--- config.mk ---
export PLATFORM = sky130hd
export DESIGN_NAME = fp_to_int
export DESIGN_NICKNAME = d
export VERILOG_FILES = /design/src/rtl/fp_to_int.sv
export SDC_FILE = /design/constraint.sdc
export NUM_CORES = 1
export LEC_CHECK = 0
export CAP_MARGIN = 20
export CORE_MARGIN = 3
export CORE_UTILIZATION = 55
export CTS_BUF_LIST = sky130_fd_sc_hd__clkbuf_4 sky130_fd_sc_hd__clkbuf_8 sky130_fd_sc_hd__clkbuf_16
export DETAILED_ROUTE_END_ITERATION = 10
export PLACE_DENSITY = 0.78
export SYNTH_ARGS = -nofsm -noshare
export SYNTH_HDL_FRONTEND = slang
export SYNTH_SLANG_ARGS = --single-unit
--- constraint.sdc ---
create_clock -name clock -period 4.48 [get_ports clock]
set_input_delay 0.896 -clock clock [delete_from_list [all_inputs] [get_ports clock]]
set_output_delay 0.896 -clock clock [all_outputs]
set_load 0.05 [all_outputs]
--- src/rtl/fp_to_int.sv ---
// Converts a sign/exponent/mantissa float operand to a W-bit signed integer,
// truncating toward zero, using a one-bit-per-cycle shifter.
//
// state | meaning
// IDLE  | waiting for an operand, in_ready high
// SHIFT | aligning the significand, one bit per cycle
// FIN   | applying the sign, latching result and inexact
// DONE  | result valid, holding until out_ready
module fp_to_int #(
    parameter int EXP_LEN = 8,
    parameter int MAN_LEN = 7,
    parameter int W       = 32
) (
    input  logic                       clock,
    input  logic                       nreset,
    input  logic                       in_valid,
    output logic                       in_ready,
    input  logic [EXP_LEN+MAN_LEN:0]   a,
    output logic                       out_valid,
    input  logic                       out_ready,
    output logic [W-1:0]               result,
    output logic                       overflow,
    output logic                       invalid,
    output logic                       inexact
);
    localparam int N     = 1 + EXP_LEN + MAN_LEN;
    localparam int BIAS  = 2**(EXP_LEN-1) - 1;
    localparam int CNT_W = $clog2(W) + 1;
    localparam logic [W-1:0] SAT_NEG = {1'b1, {(W-1){1'b0}}};
    localparam logic [W-1:0] SAT_POS = ~SAT_NEG;

    typedef enum logic [1:0] {IDLE, SHIFT, FIN, DONE} state_t;

    state_t             state_q;
    logic [W-1:0]       acc_q;
    logic [CNT_W-1:0]   cnt_q;
    logic               left_q;
    logic               neg_q;
    logic               sticky_q;
    logic [W-1:0]       result_q;
    logic               overflow_q;
    logic               invalid_q;
    logic               inexact_q;
    logic               out_valid_q;

    logic               sign_a;
    logic [EXP_LEN-1:0] exp_a;
    logic [MAN_LEN-1:0] man_a;
    int                 e_a;

    logic [W-1:0]       acc_d;
    logic [CNT_W-1:0]   cnt_d;
    logic               left_d;
    logic               neg_d;
    logic               sticky_d;
    logic               ovf_d;
    logic               inv_d;
    logic               special_d;

    assign sign_a = a[N-1];
    assign exp_a  = a[N-2:MAN_LEN];
    assign man_a  = a[MAN_LEN-1:0];

    // Special cases preload acc/neg with the final magnitude so FIN applies
    // the sign uniformly; -SAT_NEG wraps back to SAT_NEG in W bits.
    always_comb begin
        e_a       = int'(exp_a) - BIAS;
        acc_d     = {{(W-MAN_LEN-1){1'b0}}, 1'b1, man_a};
        cnt_d     = '0;
        left_d    = 1'b0;
        neg_d     = sign_a;
        sticky_d  = 1'b0;
        ovf_d     = 1'b0;
        inv_d     = 1'b0;
        special_d = 1'b1;
        if (exp_a == '1) begin
            if (man_a != '0) begin
                acc_d = '0;
                neg_d = 1'b0;
                inv_d = 1'b1;
            end else begin
                acc_d = sign_a ? SAT_NEG : SAT_POS;
                ovf_d = 1'b1;
            end
        end else if (exp_a == '0) begin
            acc_d    = '0;
            sticky_d = |man_a;
        end else if (e_a < 0) begin
            acc_d    = '0;
            sticky_d = 1'b1;
        end else if (e_a >= W-1) begin
            acc_d = sign_a ? SAT_NEG : SAT_POS;
            ovf_d = !(sign_a && (e_a == W-1) && (man_a == '0));
        end else begin
            special_d = 1'b0;
            if (e_a >= MAN_LEN) begin
                left_d = 1'b1;
                cnt_d  = CNT_W'(e_a - MAN_LEN);
            end else begin
                cnt_d  = CNT_W'(MAN_LEN - e_a);
            end
        end
    end

    always_ff @(posedge clock or negedge nreset) begin
        if (!nreset) begin
            state_q     <= IDLE;
            acc_q       <= '0;
            cnt_q       <= '0;
            left_q      <= 1'b0;
            neg_q       <= 1'b0;
            sticky_q    <= 1'b0;
            result_q    <= '0;
            overflow_q  <= 1'b0;
            invalid_q   <= 1'b0;
            inexact_q   <= 1'b0;
            out_valid_q <= 1'b0;
        end else begin
            case (state_q)
                IDLE: begin
                    if (in_valid) begin
                        acc_q      <= acc_d;
                        cnt_q      <= cnt_d;
                        left_q     <= left_d;
                        neg_q      <= neg_d;
                        sticky_q   <= sticky_d;
                        overflow_q <= ovf_d;
                        invalid_q  <= inv_d;
                        inexact_q  <= 1'b0;
                        state_q    <= special_d ? FIN : SHIFT;
                    end
                end
                SHIFT: begin
                    if (cnt_q != '0) begin
                        cnt_q <= cnt_q - CNT_W'(1);
                        if (left_q) begin
                            acc_q <= acc_q << 1;
                        end else begin
                            acc_q    <= acc_q >> 1;
                            sticky_q <= sticky_q | acc_q[0];
                        end
                    end else begin
                        state_q <= FIN;
                    end
                end
                FIN: begin
                    result_q    <= neg_q ? -acc_q : acc_q;
                    inexact_q   <= sticky_q;
                    out_valid_q <= 1'b1;
                    state_q     <= DONE;
                end
                DONE: begin
                    if (out_ready) begin
                        out_valid_q <= 1'b0;
                        state_q     <= IDLE;
                    end
                end
                default: state_q <= IDLE;
            endcase
        end
    end

    assign in_ready  = (state_q == IDLE);
    assign out_valid = out_valid_q;
    assign result    = result_q;
    assign overflow  = overflow_q;
    assign invalid   = invalid_q;
    assign inexact   = inexact_q;
endmodule

==> impl_metrics.ini <==
[status]
status = finished clean

[floorplan]
die_area_sq_um = 10400
std_cell_rows = 34
die_h_um = 102
die-width_um = 102
coreArea_sq_um = 8850
io_pins = 57
start_util_pct = 57.2

[finish]
finalNonFillerCells = 702
diodes = 0
finalNetCount = 623
drive_above_1_share_pct = 8.59
nFillCells = 733
final_core_util_pct = 66.8
area_growth_pct = 16.8

[timing]
hold_viol = 0
worst_pin_slew_ps = 990
post-route-period-util_pct = 75.0
setup_violations = 0
clock_skew_ps = 11.3
setup_tns_ps = 0
final_max_slew_viol_count = 0
fmax_mhz = 298
slew_headroom_pct = 34.0
grt_setup_unrepaired = false
setup_ws_ps = 1120
fin_crit_ps = 3360
timing.hold.ws_ps = 488

[worst_setup_path]
worstPathMaxFanout = 14
path_delay_family = buffers and inverters
cp_data_arrival_time_ps = 3620
crit_required_ps = 4740
cp_cell_sequence = clkdlybuf4s50_1 -> ha_1 -> nand3_1 -> xor2_1 -> inv_1 -> ha_1 -> a22oi_1 -> nor2b_1 -> buf_4 -> nand3_1 -> o21ai_0
worstSetupStartpointType = input port
r2r_slack_ps = 1710
crit_path_max_incr_delay_ps = 570
crit_slowest_cell = clkdlybuf4s50_1
end_kind = flip-flop
cp_num_buf_inv = 3
critical_path_class = input port to flip-flop

[cts]
clock_latency_ps = 360
cts_buffers = 9
cts.sinks = 79
clockBufferDepth = 2
cts_resized = 0
cts_root_buffer = clkbuf_8
clk_pin_slew_ps = 80
cts.htree.levels = 3
postCtsHoldBufs = 0
cts_tree = built
cts_setup_buffers = 0

[yosys]
ys_ff_latch = 79
netlist_area_sq_um = 5060
yosysUniqueCellTypes = 62
synth_cells = 553
synth-edff-count = 0
avgSynthCellArea_sq_um = 9.15
syn_nets = 587
ys_seq_area_share_pct = 39.1
async_reset_ff_share_pct = 100
yosysWarningCount = 0
synth_ff_type = dfrtp_1

[grt]
overflow = 0
grt_use_total_pct = 24.4
grt_first_pass_wirelength_um = 20400
grt_antenna_before_repair = 0
grt_max_degree = 80
grt_pass1_vias = 4094

[detailed_routing]
dr.pass1.iters = 5
antenna_left = 0
dr_total_vias = 4335
drcViolationCount = 0
wl_per_cell_um = 17.4
routed_wl_um = 12200
via_per_inst = 6.18
first_iter_violations = 313

[pwr]
ir_drop_uv = 292
powerDensity_nw_per_um2 = 847
p_leak_uw = 0.00229

[min_path]
hp-class = flip-flop to flip-flop

[flow_run]
maxCapViolCount = 0

[placed_design]
dp.final_hpwl_um = 8460
dp.cells = 686
place.gp.congestion = 0.861
port_buffers = 56
dpl_worst_slack_ps = 738
-- registers in the layout, summed over array words and instances, names as in the netlist, 2 cells and up --
signal   count
acc_q       32
result      32
cnt_q        6
state_q      2
-- worst paths after layout --
path,start,endpoint,depth (start not counted)
worst max-delay path,a[7],cnt_q[5],11
worst min-delay path,invalid,invalid,2
worst max register to register,acc_q[0],result[30],9
worst min register to register,invalid,invalid,2
max in group asynchronous,nreset,acc_q[0],1
min in group asynchronous,nreset,result[15],1
-- tightest hold or removal path, delay by kind of cell (launching register included) --
kind            cells  cell delay [ps]
compound gates      1               50
flops               1              350
simple gates        1               50
-- layout make-up --
cell class | count | area (sq um) | area share (%)
multi-input combinational | 419 | 2890 | 48.8
sequential | 79 | 1980 | 33.4
timing repair buffer | 66 | 633 | 10.7
clock buffer | 10 | 138 | 2.33
tap | 108 | 135 | 2.29
clock inverter | 6 | 91.3 | 1.54
inverter | 14 | 52.6 | 0.889
-- cells in the final DEF (no fill, tap or decap), types with 11 or more instances in the layout --
cell type and instances:
xor2_1 32, ha_1 13, nor2_1 69, mux2i_1 32, a311oi_1 23, nand3_1 13
buf_4 11, o21ai_0 19, a21oi_1 62, dfrtp_1 79, clkdlybuf4s50_1 55, inv_1 14
nand2_1 26
-- synthesized netlist by cell type (4+ instances only) --
master	n	share of area [%]
a21oi_1	62	6.1
a22oi_1	4	0.59
a311oi_1	24	4.2
a31oi_1	5	0.62
and3_1	6	0.74
clkbuf_1	35	2.6
dfrtp_1	79	39
ha_1	14	3.5
inv_1	14	1.0
mux2_2	7	1.6
mux2i_1	32	6.3
nand2_1	26	1.9
nand2b_1	5	0.62
nand3_1	13	1.3
nor2_1	69	5.1
nor2b_1	5	0.62
nor3_1	6	0.59
o211ai_1	6	0.89
o21ai_0	19	1.9
o31ai_1	9	1.3
o41ai_1	6	1.0
or3_1	6	0.74
or4_1	6	0.89
xnor2_1	5	0.87
xor2_1	32	5.5
-- cells by family after synthesis --
logic type / synth area share, %
and+or+nand+nor: 16.9
AOI/OAI and AO/OA: 22.0
DFF: 39.1
buffers and inverters: 4.30
muxes: 7.89
xor gates and xnor gates: 6.40
adders and majority gates: 3.46
-- per-layer routing --
metal	part of all wire [%]	vias to the layer above	GRT usage [%]	wire length, um
met3	4.8	23	3.75	588
met2	50	123	40.4	6100
met1	43	2092	33.0	5250
met4	2.4	0	8.17	294
met5	0	-	0	0
li1	-	2097	-	-
-- stage by stage --
| stage | power, uW | instance area [sq um] |
|---|---|---|
| 5_1_grt | 5380 | 5910 |
| 6_report | 5000 | 5910 |
| 2_1_floorplan | 3580 | 5060 |
| 3_5_place_dp | 4380 | 5680 |
| 4_1_cts | 5010 | 5910 |
| 3_3_place_gp | 4280 | 5680 |
-- power by group --
part           leakage, uW  total [uW]  switching, uW  internal [uW]
logic              0.00127        2920           1830           1090
registers         0.000898        1480            405           1070
clock network     0.000117         609            277            332
Power figures use the tool's default switching activity.
